$ cat src/rtl/ctrl_pkg.sv
// Shared encodings for the multicycle controller: states, opcodes, ALU codes and mux selects.
// The cz_cond helper resolves the conditional write-back field of ADD/NDU against the flags.
package ctrl_pkg;

    localparam logic [3:0] ST_FETCH    = 4'd0;
    localparam logic [3:0] ST_DECODE   = 4'd1;
    localparam logic [3:0] ST_EXEC_R   = 4'd2;
    localparam logic [3:0] ST_WB_R     = 4'd3;
    localparam logic [3:0] ST_EXEC_I   = 4'd4;
    localparam logic [3:0] ST_WB_I     = 4'd5;
    localparam logic [3:0] ST_MEM_ADDR = 4'd6;
    localparam logic [3:0] ST_MEM_RD   = 4'd7;
    localparam logic [3:0] ST_MEM_WR   = 4'd8;
    localparam logic [3:0] ST_WB_LD    = 4'd9;
    localparam logic [3:0] ST_JUMP     = 4'd10;
    localparam logic [3:0] ST_BR_CMP   = 4'd11;
    localparam logic [3:0] ST_BR_TAKE  = 4'd12;

    localparam logic [3:0] OP_ADD = 4'b0000;
    localparam logic [3:0] OP_ADI = 4'b0001;
    localparam logic [3:0] OP_NDU = 4'b0010;
    localparam logic [3:0] OP_LW  = 4'b0100;
    localparam logic [3:0] OP_SW  = 4'b0101;
    localparam logic [3:0] OP_JAL = 4'b1000;
    localparam logic [3:0] OP_BEQ = 4'b1100;

    localparam logic [1:0] ALU_ADD  = 2'b00;
    localparam logic [1:0] ALU_NAND = 2'b01;
    localparam logic [1:0] ALU_SUB  = 2'b10;

    localparam logic [2:0] ALU_A_NONE = 3'b000;
    localparam logic [2:0] ALU_A_RA   = 3'b001;
    localparam logic [2:0] ALU_A_BR   = 3'b101;

    localparam logic [1:0] ALU_B_RB  = 2'b00;
    localparam logic [1:0] ALU_B_IMM = 2'b10;

    localparam logic [1:0] WADD_NONE = 2'b00;
    localparam logic [1:0] WADD_RC   = 2'b01;
    localparam logic [1:0] WADD_RA   = 2'b10;
    localparam logic [1:0] WADD_RB   = 2'b11;

    localparam logic [1:0] CZ_ALWAYS = 2'b00;
    localparam logic [1:0] CZ_ZERO   = 2'b01;
    localparam logic [1:0] CZ_CARRY  = 2'b10;
    localparam logic [1:0] CZ_BAD    = 2'b11;

    function automatic logic cz_cond(input logic [1:0] cz, input logic carry, input logic zero);
        logic c;
        c = 1'b0;
        case (cz)
            CZ_ALWAYS: c = 1'b1;
            CZ_CARRY:  c = carry;
            CZ_ZERO:   c = zero;
            default:   c = 1'b0;
        endcase
        return c;
    endfunction

endpackage

$ cat src/rtl/mem_wait_timer.sv
// Memory wait-state counter: clears on request, counts stalled cycles,
// flags when the count has reached the timeout limit.
module mem_wait_timer #(
    parameter int CNT_W       = 4,
    parameter int MEM_TIMEOUT = 15
) (
    input  logic i_clk,
    input  logic i_reset,
    input  logic i_clr,
    input  logic i_en,
    output logic o_timeout
);

    logic [CNT_W-1:0] r_cnt;

    always_ff @(posedge i_clk) begin
        if (i_reset || i_clr) begin
            r_cnt <= '0;
        end else if (i_en) begin
            r_cnt <= r_cnt + CNT_W'(1);
        end
    end

    assign o_timeout = (r_cnt == CNT_W'(MEM_TIMEOUT));

endmodule

$ cat src/rtl/multicycle_ctrl_fsm.sv
// Multicycle controller for the 16-bit RISC core: decodes IR opcodes and sequences
// datapath strobes, with memory wait/timeout handling and illegal-opcode reporting.
module multicycle_ctrl_fsm
    import ctrl_pkg::*;
#(
    parameter int DATA_W      = 16,
    parameter int MEM_TIMEOUT = 15,
    parameter int CNT_W       = 4
) (
    input  logic              i_clk,
    input  logic              i_reset,
    input  logic [DATA_W-1:0] i_ir,
    input  logic              i_carry,
    input  logic              i_zero,
    input  logic              i_alu_eq,
    input  logic              i_mem_ready,
    output logic [3:0]        o_state,
    output logic              o_ir_wen,
    output logic              o_pc_wen,
    output logic              o_rf_wen,
    output logic              o_mem_read,
    output logic              o_mem_write,
    output logic [1:0]        o_alu_op,
    output logic [2:0]        o_alu_a_sel,
    output logic [1:0]        o_alu_b_sel,
    output logic [1:0]        o_rf_wadd_sel,
    output logic              o_rf_din_sel,
    output logic              o_cz_en,
    output logic              o_illegal,
    output logic              o_bus_err
);

    logic [3:0] r_state;
    logic [3:0] w_next;
    logic       r_cond;
    logic       r_bus_err;
    logic [3:0] w_opcode;
    logic [1:0] w_cz;
    logic       w_is_r;
    logic       w_legal;
    logic       w_illegal;
    logic       w_wait_st;
    logic       w_timeout;
    logic       w_abort;
    logic       w_tmr_en;
    logic       w_tmr_clr;
    logic       w_unused_ir;

    assign w_opcode    = i_ir[DATA_W-1 -: 4];
    assign w_cz        = i_ir[1:0];
    assign w_unused_ir = ^i_ir[DATA_W-5:2];

    assign w_is_r  = (w_opcode == OP_ADD) || (w_opcode == OP_NDU);
    assign w_legal = w_is_r || (w_opcode == OP_ADI) || (w_opcode == OP_LW) ||
                     (w_opcode == OP_SW) || (w_opcode == OP_JAL) || (w_opcode == OP_BEQ);
    assign w_illegal = (r_state == ST_DECODE) && (!w_legal || (w_is_r && (w_cz == CZ_BAD)));

    // Every state that waits on mem_ready shares the one timer.
    assign w_wait_st = (r_state == ST_FETCH) || (r_state == ST_MEM_RD) || (r_state == ST_MEM_WR);
    assign w_tmr_en  = w_wait_st && !i_mem_ready && !w_timeout;
    assign w_abort   = w_wait_st && !i_mem_ready && w_timeout;
    assign w_tmr_clr = ((w_next == ST_FETCH) || (w_next == ST_MEM_RD) || (w_next == ST_MEM_WR)) &&
                       ((w_next != r_state) || w_abort);

    mem_wait_timer #(
        .CNT_W       (CNT_W),
        .MEM_TIMEOUT (MEM_TIMEOUT)
    ) u_timer (
        .i_clk     (i_clk),
        .i_reset   (i_reset),
        .i_clr     (w_tmr_clr),
        .i_en      (w_tmr_en),
        .o_timeout (w_timeout)
    );

    always_comb begin
        w_next = r_state;
        case (r_state)
            ST_FETCH: begin
                if (i_mem_ready)  w_next = ST_DECODE;
                else if (w_abort) w_next = ST_FETCH;
            end
            ST_DECODE: begin
                if (w_illegal) begin
                    w_next = ST_FETCH;
                end else begin
                    case (w_opcode)
                        OP_ADD, OP_NDU: w_next = ST_EXEC_R;
                        OP_ADI:         w_next = ST_EXEC_I;
                        OP_LW, OP_SW:   w_next = ST_MEM_ADDR;
                        OP_JAL:         w_next = ST_JUMP;
                        OP_BEQ:         w_next = ST_BR_CMP;
                        default:        w_next = ST_FETCH;
                    endcase
                end
            end
            ST_EXEC_R:   w_next = ST_WB_R;
            ST_WB_R:     w_next = ST_FETCH;
            ST_EXEC_I:   w_next = ST_WB_I;
            ST_WB_I:     w_next = ST_FETCH;
            ST_MEM_ADDR: w_next = (w_opcode == OP_LW) ? ST_MEM_RD : ST_MEM_WR;
            ST_MEM_RD: begin
                if (i_mem_ready)  w_next = ST_WB_LD;
                else if (w_abort) w_next = ST_FETCH;
            end
            ST_MEM_WR: begin
                if (i_mem_ready || w_abort) w_next = ST_FETCH;
            end
            ST_WB_LD:    w_next = ST_FETCH;
            ST_JUMP:     w_next = ST_FETCH;
            ST_BR_CMP:   w_next = i_alu_eq ? ST_BR_TAKE : ST_FETCH;
            ST_BR_TAKE:  w_next = ST_FETCH;
            default:     w_next = ST_FETCH;
        endcase
    end

    always_ff @(posedge i_clk) begin
        if (i_reset) begin
            r_state   <= ST_FETCH;
            r_cond    <= 1'b0;
            r_bus_err <= 1'b0;
        end else begin
            r_state   <= w_next;
            r_bus_err <= w_abort;
            if (r_state == ST_DECODE) begin
                r_cond <= cz_cond(w_cz, i_carry, i_zero);
            end
        end
    end

    always_comb begin
        o_ir_wen      = 1'b0;
        o_pc_wen      = 1'b0;
        o_rf_wen      = 1'b0;
        o_mem_read    = 1'b0;
        o_mem_write   = 1'b0;
        o_alu_op      = ALU_ADD;
        o_alu_a_sel   = ALU_A_NONE;
        o_alu_b_sel   = ALU_B_RB;
        o_rf_wadd_sel = WADD_NONE;
        o_rf_din_sel  = 1'b0;
        o_cz_en       = 1'b0;
        case (r_state)
            ST_FETCH: begin
                o_mem_read = 1'b1;
                o_ir_wen   = i_mem_ready;
                o_pc_wen   = i_mem_ready;
            end
            ST_EXEC_R: begin
                o_alu_op    = (w_opcode == OP_NDU) ? ALU_NAND : ALU_ADD;
                o_alu_a_sel = ALU_A_RA;
                o_cz_en     = r_cond;
            end
            ST_WB_R: begin
                o_rf_wen      = r_cond;
                o_rf_wadd_sel = WADD_RC;
            end
            ST_EXEC_I: begin
                o_alu_b_sel = ALU_B_IMM;
                o_cz_en     = 1'b1;
            end
            ST_WB_I: begin
                o_rf_wen      = 1'b1;
                o_rf_wadd_sel = WADD_RB;
            end
            ST_MEM_ADDR: o_alu_b_sel = ALU_B_IMM;
            ST_MEM_RD:   o_mem_read  = 1'b1;
            ST_MEM_WR:   o_mem_write = 1'b1;
            ST_WB_LD: begin
                o_rf_wen      = 1'b1;
                o_rf_din_sel  = 1'b1;
                o_rf_wadd_sel = WADD_RC;
                o_cz_en       = 1'b1;
            end
            ST_JUMP: begin
                o_rf_wen      = 1'b1;
                o_rf_wadd_sel = WADD_RA;
                o_pc_wen      = 1'b1;
            end
            ST_BR_CMP:   o_alu_op = ALU_SUB;
            ST_BR_TAKE: begin
                o_pc_wen    = 1'b1;
                o_alu_a_sel = ALU_A_BR;
            end
            default: ;
        endcase
    end

    assign o_state   = r_state;
    assign o_illegal = w_illegal;
    assign o_bus_err = r_bus_err;

endmodule

$ cat config.mk
export PLATFORM = sky130hd
export DESIGN_NAME = multicycle_ctrl_fsm
export DESIGN_NICKNAME = d
export VERILOG_FILES = /design/src/rtl/ctrl_pkg.sv /design/src/rtl/mem_wait_timer.sv /design/src/rtl/multicycle_ctrl_fsm.sv
export SDC_FILE = /design/constraint.sdc
export NUM_CORES = 1
export LEC_CHECK = 0
export CORE_UTILIZATION = 44
export DETAILED_ROUTE_END_ITERATION = 16
export PLACE_DENSITY = 0.83
export SLEW_MARGIN = 25
export SYNTH_ARGS = -nofsm -noshare
export SYNTH_HDL_FRONTEND = slang
export SYNTH_HIERARCHICAL = 1
export SYNTH_SLANG_ARGS = --single-unit
$ cat constraint.sdc
create_clock -name i_clk -period 5.57 [get_ports i_clk]
set_input_delay 1.114 -clock i_clk [delete_from_list [all_inputs] [get_ports i_clk]]
set_output_delay 1.114 -clock i_clk [all_outputs]
set_load 0.005 [all_outputs]
==> reports/qor.yml <==
global_route:
  grt_pass1_vias: 948
  grt_max_degree: 28
  grt_pass1_wl_mm: 4.11
  grt_util_met3: 0.0218
  antenna_found_initial: 0
  grt.busiest_layer: "met2"
  grt_usage: 0.213
  grt_use_met2: 0.426
  use_met1: 0.238
  grt.overflow.total: 0
setup_path:
  critPathMostFrequentCell: "clkdlybuf4s50_1"
  criticalPathCategory: "primary input to output pin"
  critPathCaptureType: "output pin"
  critical_path.cell_chain: "clkdlybuf4s50_1 > a211oi_1 > a21oi_1 > o32ai_1 > nor2_1 > clkdlybuf4s50_1"
  rrSetupSlack_ns: 3.00
  required_ns: 4.46
  reg2regPathDepth: 8
  critPathBufInv: 2
  cp_slowest_cell: "clkdlybuf4s50_1"
  crit_family: "buffers and inverters"
  worstSetupStartpointType: "primary input"
  regToRegStartpoint: "o_state[0]$_SDFF_PP0_"
  critPathMaxStageDelay_ns: 0.57
  crit_fanout: 8
  cp_data_arrival_time_ns: 2.73
  reg2reg_to: "u_timer/r_cnt[3]$_SDFFE_PP0P_"
routing:
  drt_iter0_markers: 19
  ant_nets: 0
  detail_route.wl_per_cell_um: 13.0
  vias: 1026
  drcViolationCount: 0
  first_pass_iters: 4
  routed_wl_mm: 2.37
  viasPerCell: 5.61
timing:
  fmax_mhz: 260
  setup_viol: 0
  fin_crit_sh: 0.691
  rsz0062_at_grt: "false"
  hold_viol_final: 0
  skew_ns: 0.00407
  setup_tns_ns: 0
  drv_slew: 0
  slew_headroom: 0.476
  worstMarginPinSlew_ns: 0.785
  min_period_ns: 3.85
final_layout:
  nets: 180
  synthToLayoutAreaGrowth_pct: 33.5
  fin_area_um2: 1290
  final_cells: 183
  antennaDiodeCount: 0
  final_layout_size_suffix_gt1_frac: 0.0705
synth:
  synth.distinct_cells: 47
  synth_area_leaders: "dfxtp_1 21%, nor2_1 6.6%, a21oi_1 5.2%, nand2b_1 5.2%, nor2b_1 4.5%"
  ys_ff_latch: 10
  ys.warnings.count: 6
  netlist_area_um2: 965
  seq_area_frac_synth: 0.208
  syn_inst: 130
  syn_area_per_cell_um2: 7.42
  synth_top_cell_by_area: "dfxtp_1"
  netlist.area_leader.share: 0.208
worst_hold_path:
  holdPathStages: 2
  min_to: "u_timer/r_cnt[1]$_SDFFE_PP0P_"
  min-delay-start: "u_timer/r_cnt[1]$_SDFFE_PP0P_"
  hp-class: "register to register"
cts:
  cts_root_buf: "clkbuf_4"
  clock_latency_ns: 0.26
  cts_buffers: 3
  clk_pin_slew_worst_paths_ns: 0.06
  cts_resized: 0
  hold_buffers: 0
  post-cts-setup-buffer-count: 0
  cts_tree: "built"
  cts_max_path_buffers: 2
  cts_max_level: 1
  cts_sinks: 10
die:
  core_um2: 2000
  initial_utilization: 0.482
  ios: 44
  rows: 16
  dieArea_um2: 2380
  fp.dieW_um: 48.8
  fp.dieH_um: 48.8
power_and_ir_drop:
  ir_drop_mv: 0.117
  power_leakage_nw: 0.460
  cellPowerDensity_nw_per_um2: 161
place:
  io_buffers: 31
  gp_congestion: 0.772
  place_inst: 179
  place_area_um2: 1250
  detailed_place_hpwl_mm: 1.82
run:
  maxCapViolations: 0
run_status:
  outcome: "finished clean"
-- cell type report --
class	count	area (µm²)
tap	27	33.8
timing repair buffer	31	310
fill	190	714
clock buffer	4	36.3
sequential	10	200
inverter	3	11.3
multi-input combinational	108	696
-- layer usage --
metal	vias to the layer above	wire, µm	share of wire
li1	527	-	-
met2	23	1290	0.54
met5	-	0	0
met4	0	13	0.0055
met3	2	56	0.024
met1	474	1010	0.43
-- cells in the mapped netlist (all sizes together) --
library cell	number
nor2	18
a21oi	10
dfxtp	10
buf	9
nand2b	8
nor2b	8
nor3	8
nand2	7
mux2i	4
nand3	4
a221oi	3
inv	3
nor4b	3
o22ai	3
and2	2
nand3b	2
nand4	2
o2111ai	2
o21ai	2
o32ai	2
or3	2
a211oi	1
a21bo	1
a21boi	1
a22o	1
a22oi	1
a32o	1
a41oi	1
and3	1
clkbuf	1
conb	1
ha	1
mux2	1
nand4b	1
nor3b	1
nor4	1
o221ai	1
or2	1
xnor2	1
-- where the power goes --
| part | switching, mW | total (mW) | internal, mW | leakage [nW] |
|---|---|---|---|---|
| combinational | 0.0257 | 0.0584 | 0.0326 | 0.358 |
| clock | 0.0252 | 0.0649 | 0.0397 | 0.0210 |
| sequential | 0.00904 | 0.0834 | 0.0744 | 0.0812 |
-- placed cells by master (no fill, tap or decap), types with 3 or more instances in the layout --
master / count
o22ai_1: 3
nand2b_1: 8
a21oi_1: 10
nor2_1: 17
nand2_1: 7
clkbuf_4: 3
nor3_1: 8
dfxtp_1: 10
nor2b_1: 7
a221oi_1: 3
mux2i_1: 4
clkdlybuf4s50_1: 31
nand3_1: 4
-- worst max path at each step --
stage / start / endpoint / cells after the start
final: i_ir[12] / o_illegal / 6
after global routing: i_ir[12] / o_illegal / 6
after detailed placement: i_ir[12] / o_illegal / 6
after global placement: i_ir[12] / o_illegal / 6
after CTS: i_ir[12] / o_illegal / 6
after floorplan: i_ir[12] / o_illegal / 5
-- registers in the layout, indices dropped and copies added, names as in the netlist --
register	cells
o_state	4
o_bus_err	1
r_cond	1
u_timer/r_cnt	4
-- worst reg2reg max path, stage by stage, from the launching register on --
cell      delay [ns]
dfxtp_1         0.83
or3_1           0.22
a21boi_2        0.18
nand2b_1        0.17
inv_2           0.09
or3_1           0.38
mux2i_1         0.23
nor3_1          0.09
mux2_4          0.27
-- cells by family after synthesis --
group                      after synthesis  synth area share
and+or+nand+nor                         69             0.414
xor gates and xnor gates                 1           0.00908
AOI/OAI and AO/OA                       30             0.221
buffers and inverters                   13            0.0752
other                                    1           0.00389
adders and majority gates                1            0.0130
muxes                                    5            0.0571
DFF                                     10             0.208
-- stage by stage --
stage	setup slack [ns]	power, mW	hold slack, ns	utilization
floorplan	2.75	0.118	0.479	-
global placement	1.73	0.141	0.528	0.625
detailed placement	1.72	0.143	0.550	0.625
CTS	1.71	0.208	0.562	0.643
global route	1.63	0.218	0.607	0.643
finish	1.72	0.207	0.560	0.643
Power figures use the tool's default switching activity.
